### config.mk
export PLATFORM = sky130hd
export DESIGN_NAME = vga_timing_gen_flat
export DESIGN_NICKNAME = d
export VERILOG_FILES = /design/src/rtl/vga_timing_gen_pkg.sv /design/src/rtl/vga_timing_gen_if.sv /design/src/rtl/vga_timing_gen.sv /design/src/flat_wrapper.sv
export SDC_FILE = /design/constraint.sdc
export NUM_CORES = 1
export LEC_CHECK = 0
export ABC_AREA = 1
export BUFFER_PORTS_ARGS = -buffer_cell sky130_fd_sc_hd__buf_2
export CELL_PAD_IN_SITES_DETAIL_PLACEMENT = 0
export CELL_PAD_IN_SITES_GLOBAL_PLACEMENT = 1
export CORE_MARGIN = 2
export CORE_UTILIZATION = 36
export DETAILED_ROUTE_END_ITERATION = 8
export GPL_ROUTABILITY_DRIVEN = 0
export PLACE_DENSITY_LB_ADDON = 0.1
export SKIP_LAST_GASP = 1
export SYNTH_ARGS = -nofsm -noshare
export SYNTH_HDL_FRONTEND = slang
export SYNTH_SLANG_ARGS = --single-unit
export TNS_END_PERCENT = 1
### constraint.sdc
create_clock -name clk -period 1.96 [get_ports clk]
set_input_delay 0.392 -clock clk [delete_from_list [all_inputs] [get_ports clk]]
set_output_delay 0.392 -clock clk [all_outputs]
set_load 0.05 [all_outputs]
### src/rtl/vga_timing_gen_pkg.sv
`default_nettype none
// ============================================================================
// Module   : vga_timing_gen_pkg
// Purpose  : Shared video constants: default 800x600@60 raster timing, counter
//            width, timing-word width and the field offsets used to pack and
//            unpack the timing word {vcount, vsync, vblnk, hcount, hsync, hblnk}.
// Ports    : none (package)
// Revision : 1.0 - initial release
// ============================================================================
package vga_timing_gen_pkg;

    localparam int VGA_H_VISIBLE = 800;
    localparam int VGA_H_FRONT   = 40;
    localparam int VGA_H_SYNC    = 128;
    localparam int VGA_H_BACK    = 88;
    localparam int VGA_H_TOTAL   = VGA_H_VISIBLE + VGA_H_FRONT + VGA_H_SYNC + VGA_H_BACK;

    localparam int VGA_V_VISIBLE = 600;
    localparam int VGA_V_FRONT   = 1;
    localparam int VGA_V_SYNC    = 4;
    localparam int VGA_V_BACK    = 23;
    localparam int VGA_V_TOTAL   = VGA_V_VISIBLE + VGA_V_FRONT + VGA_V_SYNC + VGA_V_BACK;

    localparam bit VGA_SYNC_POL  = 1'b1;
    localparam int VGA_CW        = 11;

    // Timing word, LSB first: hblnk, hsync, hcount, vblnk, vsync, vcount
    localparam int VGA_TW         = 2 * VGA_CW + 4;
    localparam int VGA_HBLNK_OFS  = 0;
    localparam int VGA_HSYNC_OFS  = 1;
    localparam int VGA_HCOUNT_OFS = 2;
    localparam int VGA_VBLNK_OFS  = VGA_CW + 2;
    localparam int VGA_VSYNC_OFS  = VGA_CW + 3;
    localparam int VGA_VCOUNT_OFS = VGA_CW + 4;

endpackage
`default_nettype wire

### src/rtl/vga_timing_gen_if.sv
`default_nettype none
// ============================================================================
// Module   : vga_timing_gen_if
// Purpose  : Raster timing bus. The generator (master) receives the pixel
//            strobe and drives counters, syncs, blanks and the frame pulse;
//            consumers (slave) see the same signals plus the packed word.
// Signals  : pix_en, hcount[CW], vcount[CW], hsync, vsync, hblnk, vblnk,
//            frame_start, tword[2*CW+4]
// Revision : 1.0 - initial release
// ============================================================================
interface vga_timing_gen_if
    import vga_timing_gen_pkg::*;
#(
    parameter int CW = VGA_CW
);
    logic          pix_en;
    logic [CW-1:0] hcount;
    logic [CW-1:0] vcount;
    logic          hsync;
    logic          vsync;
    logic          hblnk;
    logic          vblnk;
    logic          frame_start;
    logic [2*CW+3:0] tword;

    // Packed form carried by the downstream delay stage
    assign tword = {vcount, vsync, vblnk, hcount, hsync, hblnk};

    modport master (
        input  pix_en,
        output hcount, vcount, hsync, vsync, hblnk, vblnk, frame_start
    );

    modport slave (
        output pix_en,
        input  hcount, vcount, hsync, vsync, hblnk, vblnk, frame_start, tword
    );
endinterface
`default_nettype wire

### src/rtl/vga_timing_gen.sv
`default_nettype none
// ============================================================================
// Module   : vga_timing_gen
// Purpose  : Raster timing generator. Cascaded horizontal/vertical counters
//            advancing on pix_en, with sync/blank decoded from the next count
//            so every output is a flop aligned with the count it describes.
// Ports    : clk  - pixel clock
//            rst  - synchronous active-high reset (dominates pix_en)
//            tmg  - timing bus (master): pix_en in; hcount, vcount, hsync,
//                   vsync, hblnk, vblnk, frame_start out
// Revision : 1.0 - initial release
// ============================================================================
module vga_timing_gen
    import vga_timing_gen_pkg::*;
#(
    parameter int H_VISIBLE = VGA_H_VISIBLE,
    parameter int H_FRONT   = VGA_H_FRONT,
    parameter int H_SYNC    = VGA_H_SYNC,
    parameter int H_BACK    = VGA_H_BACK,
    parameter int V_VISIBLE = VGA_V_VISIBLE,
    parameter int V_FRONT   = VGA_V_FRONT,
    parameter int V_SYNC    = VGA_V_SYNC,
    parameter int V_BACK    = VGA_V_BACK,
    parameter bit SYNC_POL  = VGA_SYNC_POL,
    parameter int CW        = VGA_CW
)(
    input  wire logic          clk,
    input  wire logic          rst,
    vga_timing_gen_if.master   tmg
);

    localparam int H_TOTAL = H_VISIBLE + H_FRONT + H_SYNC + H_BACK;
    localparam int V_TOTAL = V_VISIBLE + V_FRONT + V_SYNC + V_BACK;

    localparam logic [CW-1:0] c_H_LAST     = CW'(H_TOTAL - 1);
    localparam logic [CW-1:0] c_H_VIS      = CW'(H_VISIBLE);
    localparam logic [CW-1:0] c_H_SYNC_ON  = CW'(H_VISIBLE + H_FRONT);
    localparam logic [CW-1:0] c_H_SYNC_OFF = CW'(H_VISIBLE + H_FRONT + H_SYNC);
    localparam logic [CW-1:0] c_V_LAST     = CW'(V_TOTAL - 1);
    localparam logic [CW-1:0] c_V_VIS      = CW'(V_VISIBLE);
    localparam logic [CW-1:0] c_V_SYNC_ON  = CW'(V_VISIBLE + V_FRONT);
    localparam logic [CW-1:0] c_V_SYNC_OFF = CW'(V_VISIBLE + V_FRONT + V_SYNC);

    logic [CW-1:0] hcount_q, hcount_d;
    logic [CW-1:0] vcount_q, vcount_d;
    logic          hsync_q,  hsync_d;
    logic          vsync_q,  vsync_d;
    logic          hblnk_q,  hblnk_d;
    logic          vblnk_q,  vblnk_d;
    logic          frame_q,  frame_d;
    logic          w_h_wrap;
    logic          w_v_wrap;

    // Next-state and decode. Sync/blank look at the *next* counts so the
    // registered versions line up with the registered counters.
    always_comb begin
        w_h_wrap = (hcount_q == c_H_LAST);
        w_v_wrap = (vcount_q == c_V_LAST);

        hcount_d = w_h_wrap ? '0 : hcount_q + 1'b1;
        vcount_d = vcount_q;
        if (w_h_wrap) begin
            vcount_d = w_v_wrap ? '0 : vcount_q + 1'b1;
        end

        hblnk_d = (hcount_d >= c_H_VIS);
        vblnk_d = (vcount_d >= c_V_VIS);
        hsync_d = ((hcount_d >= c_H_SYNC_ON) && (hcount_d < c_H_SYNC_OFF)) ? SYNC_POL : ~SYNC_POL;
        vsync_d = ((vcount_d >= c_V_SYNC_ON) && (vcount_d < c_V_SYNC_OFF)) ? SYNC_POL : ~SYNC_POL;

        // Entering (0,0) from the last pixel of the last line
        frame_d = w_h_wrap & w_v_wrap;
    end

    // Horizontal counter and decode
    always_ff @(posedge clk) begin
        if (rst) begin
            hcount_q <= '0;
            hblnk_q  <= 1'b0;
            hsync_q  <= ~SYNC_POL;
        end else if (tmg.pix_en) begin
            hcount_q <= hcount_d;
            hblnk_q  <= hblnk_d;
            hsync_q  <= hsync_d;
        end
    end

    // Vertical counter, decode and frame pulse. The pulse is cleared on any
    // non-strobe cycle so it is never wider than one clock.
    always_ff @(posedge clk) begin
        if (rst) begin
            vcount_q <= '0;
            vblnk_q  <= 1'b0;
            vsync_q  <= ~SYNC_POL;
            frame_q  <= 1'b0;
        end else begin
            frame_q <= tmg.pix_en & frame_d;
            if (tmg.pix_en) begin
                vcount_q <= vcount_d;
                vblnk_q  <= vblnk_d;
                vsync_q  <= vsync_d;
            end
        end
    end

    assign tmg.hcount      = hcount_q;
    assign tmg.vcount      = vcount_q;
    assign tmg.hsync       = hsync_q;
    assign tmg.vsync       = vsync_q;
    assign tmg.hblnk       = hblnk_q;
    assign tmg.vblnk       = vblnk_q;
    assign tmg.frame_start = frame_q;

endmodule
`default_nettype wire

### src/flat_wrapper.sv
// flat-port wrapper written by rule: the top's interface ports become plain ports
module vga_timing_gen_flat import vga_timing_gen_pkg::*;
#(
    parameter int H_VISIBLE = VGA_H_VISIBLE,
    parameter int H_FRONT   = VGA_H_FRONT,
    parameter int H_SYNC    = VGA_H_SYNC,
    parameter int H_BACK    = VGA_H_BACK,
    parameter int V_VISIBLE = VGA_V_VISIBLE,
    parameter int V_FRONT   = VGA_V_FRONT,
    parameter int V_SYNC    = VGA_V_SYNC,
    parameter int V_BACK    = VGA_V_BACK,
    parameter bit SYNC_POL  = VGA_SYNC_POL,
    parameter int CW        = VGA_CW
)
  (clk, rst, tmg_pix_en, tmg_hcount, tmg_vcount, tmg_hsync, tmg_vsync, tmg_hblnk, tmg_vblnk, tmg_frame_start);
  vga_timing_gen_if #(.CW(CW)) tmg_i ();
  input  wire logic clk;
  input  wire logic rst;
  input wire logic [$bits(tmg_i.pix_en)-1:0] tmg_pix_en;
  output wire logic [$bits(tmg_i.hcount)-1:0] tmg_hcount;
  output wire logic [$bits(tmg_i.vcount)-1:0] tmg_vcount;
  output wire logic [$bits(tmg_i.hsync)-1:0] tmg_hsync;
  output wire logic [$bits(tmg_i.vsync)-1:0] tmg_vsync;
  output wire logic [$bits(tmg_i.hblnk)-1:0] tmg_hblnk;
  output wire logic [$bits(tmg_i.vblnk)-1:0] tmg_vblnk;
  output wire logic [$bits(tmg_i.frame_start)-1:0] tmg_frame_start;
  assign tmg_i.pix_en = tmg_pix_en;
  assign tmg_hcount = tmg_i.hcount;
  assign tmg_vcount = tmg_i.vcount;
  assign tmg_hsync = tmg_i.hsync;
  assign tmg_vsync = tmg_i.vsync;
  assign tmg_hblnk = tmg_i.hblnk;
  assign tmg_vblnk = tmg_i.vblnk;
  assign tmg_frame_start = tmg_i.frame_start;
  vga_timing_gen #(.H_VISIBLE(H_VISIBLE), .H_FRONT(H_FRONT), .H_SYNC(H_SYNC), .H_BACK(H_BACK), .V_VISIBLE(V_VISIBLE), .V_FRONT(V_FRONT), .V_SYNC(V_SYNC), .V_BACK(V_BACK), .SYNC_POL(SYNC_POL), .CW(CW)) u_core (.clk(clk), .rst(rst), .tmg(tmg_i));
endmodule
==> metrics, run 1 <==
Clock Skews 0.00805 ns; first-pass GRT wire length 8740 µm; crit-path max FO 5; area of the multi-input gates 1240 µm²; ANT nets after route 0; power per cell area 550 nW/µm²; most frequent cells in the layout nand2_1 (72), inv_1 (34), nor2_1 (34); dominant cell type by area after synthesis dfxtp_1; status finished clean; share of the synthesized area in the top cell type 28.3%; final worst path period need 1.90 ns; Crit path largest cell delay 0.37 ns; ys async rst share 0%; num ports 30; slowest stage cell, crit path dfxtp_4; row count 26; Worst VDD drop 0.365 mV; clock latency on the worst-skew pair 0.28 ns; sequential-to-total area share from yosys stat 28.3%; hold buffers post-CTS 0; antenna cell count 0; final setup TNS 0 ns; Via density 4.85; Die Ht 76.9 µm; Mapped Area 1910 µm²; syn_nets 304; Yosys cell types 32; RSZ-0062 raised after global routing yes; total number of yosys warnings 0; worst min-delay path class in2reg; Cells after Synth 299; largest net degree at the start of global routing 24; Core ar. 5110 µm²; layout cells sized above 1 30.9%; Core Util, Final 47.4%; flops & latches, synth 27; Worst EP arrival 2.09 ns; Worst-Margin Slew 0.576 ns; CTS clk-pin slew, worst paths 0.11 ns; Die ar. 5910 µm²; Leak 1.18 nW; CP most frequent cell nor2_1; # setup viols final 0; hold_ws 0.416 ns; CP top delay family simple AND/OR/NAND/NOR gates; clock sink total 27; final-report hold violation count 0; H-tree levels 1; max-slew violations 0; Post-DP HPWL 3940 µm; top post-synthesis cells by area dfxtp_1 (28%), nand2_1 (14%), nand3_1 (7.3%), nor2_1 (7.3%), inv_1 (6.9%); routed len/inst 12.8 µm; Slew headroom 61.6%; Final Net Count 355; vias 2031; Initial Util 37.4%; Required @ worst endpoint 2.14 ns; Buf+Inv Stages, Crit Path 0; CP startpoint kind flop; Post-synth EDFFs 0; Total Routed Length 5360 µm; 1st-iter DRT viols 134; commonest non-fill, non-tap cell in the layout nand2_1; CTS Root Cell clkbuf_8; Filler cells 577; Area Growth Syn to Fin 26.5%; Seq. cell area 564 µm²; vias in the first global route 1805; maximum clock path buffer count 2; Die X 76.9 µm; cells along the critical path ha_4, nand2_4, nor2_8, nand2_8, nor2_4, nand2_1, xor2_1, nor2_2, nand3b_1, nor2_1, nor2_2, nor2_1, nor2_1; TritonCTS clock tree done; drt drc 0; Total GRT Usage 18.2%; GRT Residual Overflow 0; IO buf count 29; CP Capture Type flop; syn avg cell area 6.39 µm²; first-pass iteration count of the detailed router 4; MaxCap Viol Count 0; top_reg_cell synth dfxtp_1; fin crit share 97.1%; Achievable Freq 525 MHz; WS Path Type reg2reg; initial antenna violation count 0; total CTS buffers 3
[cells in the mapped netlist, types with 2 or more instances]
cell type,count
nand2_4,2
a21oi_2,3
nor2_4,3
dfxtp_1,27
clkbuf_1,4
nor2_8,2
a211oi_1,4
nand2_2,8
inv_2,2
o21ai_1,2
inv_1,35
nand4_1,6
nand3_1,28
nand2_1,73
buf_2,2
clkbuf_8,3
nor2_1,37
xor2_1,4
ha_1,2
o21ai_0,20
nor2_2,3
a21oi_1,15
o211ai_1,3
nor3_1,3
[metal layers]
layer | global-route usage (%) | vias to the layer above | share of wire (%)
li1 | - | 1068 | -
met5 | 0 | - | 0
met1 | 26.3 | 916 | 52
met4 | 2.73 | 0 | 0.50
met3 | 2.94 | 2 | 4.5
met2 | 28.8 | 45 | 43
[logic make-up (layout without fill, tap and decap cells)]
| logic type | count (synthesis) | after routing | synth area share [%] |
|---|---|---|---|
| fa+ha+maj | 2 | 2 | 1.31 |
| xor+xnor | 4 | 4 | 1.83 |
| flops | 27 | 27 | 28.3 |
| buf+inv | 47 | 96 | 10.9 |
| compound gates | 48 | 48 | 14.1 |
| simple gates | 171 | 172 | 43.5 |
[power by group]
part | internal (mW) | leakage [nW] | switching [mW]
clock network | 0.145 | 0.0217 | 0.200
logic | 0.109 | 0.932 | 0.258
registers | 0.580 | 0.228 | 0.0403
[worst paths after layout]
| path | cells after the start | slack, ns | from | to |
|---|---|---|---|---|
| worst max-delay path | 13 | 0.06 | u_core.tmg.hcount[0] | u_core.tmg.hsync |
| worst min-delay path | 2 | 0.42 | rst | u_core.tmg.vsync |
| worst max register to register | 13 | 0.06 | u_core.tmg.hcount[0] | u_core.tmg.hsync |
| worst min register to register | 2 | 0.49 | u_core.tmg.vsync | u_core.tmg.vsync |
[registers in the layout, summed over array words and instances (netlist names)]
register / count
u_core.tmg.hcount: 11
u_core.tmg.vcount: 11
u_core.tmg.frame_start: 1
u_core.tmg.hblnk: 1
u_core.tmg.hsync: 1
u_core.tmg.vblnk: 1
u_core.tmg.vsync: 1
[per-stage QoR]
step	power, mW	area [µm²]	cells	setup WS (ns)
2_1_floorplan	0.895	1950	299	-0.00637
3_3_place_gp	0.983	2220	403	-0.00565
3_5_place_dp	0.981	2220	403	0.00396
4_1_cts	1.33	2270	407	0.0180
5_1_grt	1.40	2420	419	-0.0817
6_report	1.33	2420	419	0.0568
[cell type report]
cell class | instances | share of cell area, %
clock buffer | 3 | 1.71
clock inverter | 1 | 0.310
inverter | 38 | 5.90
multi-input combinational | 226 | 51.4
sequential | 27 | 23.3
tap | 70 | 3.62
timing repair buffer | 54 | 13.8
[repair_timing]
action                                  in CTS  in global routing
cloned                                       0                  1
endpoints found under the setup margin       1                  3
pin swaps                                    0                 17
gates resized for setup                      1                 15
setup buffers                                0                 11
(Power assumes the default switching activity.)
==> run 2: changes to the inputs <==
REMOVE_ABC_BUFFERS = 1   (was unset)
SETUP_SLACK_MARGIN = 0.02   (was unset)
SLEW_MARGIN = 5   (was unset)
==> metrics, run 2 (synthesis gave the netlist of run 1 again) <==
Slew headroom 61.8% (+0.19 points); Required @ worst endpoint 2.19 ns (+0.05 ns); slowest stage cell, crit path dfxtp_2; Die Ht 76.9 µm (unchanged); Worst VDD drop 0.241 mV (-34%); total CTS buffers 3 (unchanged); IO buf count 29 (unchanged); Worst-Margin Slew 0.573 ns (-0.00286 ns); Core ar. 5110 µm² (unchanged); crit-path max FO 5 (unchanged); initial antenna violation count 0 (unchanged); final worst path period need 1.92 ns (+0.0175 ns); RSZ-0062 raised after global routing yes; routed len/inst 13.1 µm (+2.3%); 1st-iter DRT viols 158 (+18%); clock sink total 27 (unchanged); drt drc 0 (unchanged); WS Path Type reg2reg; max-slew violations 0 (unchanged); worst min-delay path class in2reg; # setup viols final 0 (unchanged); sw power 0.508 mW (+1.9%); Core Util, Final 48.8% (+1.5 points); CTS clk-pin slew, worst paths 0.11 ns (about the same); clock latency on the worst-skew pair 0.28 ns (about the same); Power Total 1.35 mW (+1.5%); H-tree levels 1 (unchanged); Achievable Freq 521 MHz (-0.91%); GRT Residual Overflow 0 (unchanged); power per cell area 541 nW/µm² (-1.7%); cells along the critical path ha_4, nand2_4, nor2_8, nand2_8, buf_6, nor2_4, buf_6, nand3_2, nand2_2, nor2_4, inv_2, nor2_2, nand3_1, nand3_1, a21oi_2; Total GRT Usage 19.1% (+0.89 points); CTS Root Cell clkbuf_8; Comb pwr share 28.7% (+1.2 points); commonest non-fill, non-tap cell in the layout nand2_1; row count 26 (unchanged); ANT nets after route 0 (unchanged); first-pass iteration count of the detailed router 4 (unchanged); vias 2025 (-0.30%); layout cells sized above 1 33.0% (+2.0 points); Filler cells 560 (-2.9%); CP startpoint kind flop; Crit path largest cell delay 0.37 ns (about the same); Via density 4.73 (-2.4%); first-pass GRT wire length 9070 µm (+3.7%); hold_ws 0.413 ns (-0.00265 ns); vias in the first global route 1842 (+2.0%); TritonCTS clock tree done; Clock Skews 0.00584 ns (-0.00222 ns); antenna cell count 0 (unchanged); Sw Ratio 37.6% (+0.16 points); Worst EP arrival 2.15 ns (+0.06 ns); Total Routed Length 5600 µm (+4.5%); MaxCap Viol Count 0 (unchanged); maximum clock path buffer count 2 (unchanged); Int Power 0.843 mW (+1.2%); sequential share of power 45.6% (-1.0 points); CP Capture Type flop; hold buffers post-CTS 0 (unchanged); fin crit share 98.0% (+0.89 points); Initial Util 37.4% (unchanged); num ports 30 (unchanged); DP Cell Count 414 (+2.7%); Die ar. 5910 µm² (unchanged); Leak 1.23 nW (+4.3%); Area Growth Syn to Fin 30.5%; status finished clean; largest net degree at the start of global routing 25 (+4.2%); final setup TNS 0 ns (unchanged); Post-DP HPWL 4050 µm (+2.6%); final-report hold violation count 0 (unchanged); Final Net Count 364 (+2.5%); Die X 76.9 µm (unchanged); most frequent cells in the layout nand2_1 (70), inv_1 (33), nor2_1 (33); final cell count without fillers 428 (+2.1%); Clock power frac 25.7% (-0.2 points)
[run 2: cell count changes in the layout (fill, tap and decap cells not counted), sizes merged]
cell,before,now
clkinvlp,1,0
clkinv,0,1
buf,54,63
[run 2: layout make-up]
class / count / area, µm² / area share [%]
multi-input combinational: 226 / 1260 / 50.4
sequential: 27 / 549 / 22.0
timing repair buffer: 63 / 412 / 16.5
inverter: 38 / 143 / 5.72
tap: 70 / 87.6 / 3.51
clock buffer: 3 / 41.3 / 1.65
clock inverter: 1 / 5.00 / 0.201
[run 2: power groups by stage]
stage / Clock [mW] / Sequential, mW / Combinational, mW
3_5_place_dp: 0 / 0.624 / 0.370
5_1_grt: 0.383 / 0.622 / 0.427
6_report: 0.347 / 0.616 / 0.388
2_1_floorplan: 0 / 0.737 / 0.135
3_3_place_gp: 0 / 0.624 / 0.370
4_1_cts: 0.359 / 0.611 / 0.371
[run 2: metal layers]
layer	track usage [%]	vias up	wire length, µm
met1	29.0	894	3000
met4	5.27	0	43
met3	2.24	4	242
met2	28.0	38	2320
li1	-	1089	-
met5	0	-	0
[run 2: timing repair]
item,in CTS,in global routing
gates resized for setup,1,30
cloned,0,1
setup endpoints to repair,1,6
setup buffers,0,9
pin swaps,0,15
[run 2: path summary, 6_finish.rpt]
path / start / endpoint / cells after the start / slack (ns)
max: u_core.tmg.hcount[1] / u_core.tmg.vsync / 15 / 0.04
min: rst / u_core.tmg.vsync / 2 / 0.41
max reg2reg: u_core.tmg.hcount[1] / u_core.tmg.vsync / 15 / 0.04
min reg2reg: u_core.tmg.vsync / u_core.tmg.vsync / 2 / 0.49
[run 2: critical path, delay by kind of cell (launching register included)]
kind                     cells  cell delay, ns
AND/OR/NAND/NOR             10            0.91
flip-flops                   1            0.37
buffers and inverters        3            0.31
adder cells (fa/ha/maj)      1            0.16
AO/OA/AOI/OAI                1            0.13
[run 2: metrics by stage]
step	instance area, µm²	setup WS [ns]
5_1_grt	2490	-0.119
3_3_place_gp	2270	0.0670
6_report	2490	0.0392
2_1_floorplan	1850	-0.356
3_5_place_dp	2270	0.0400
4_1_cts	2320	0.0136
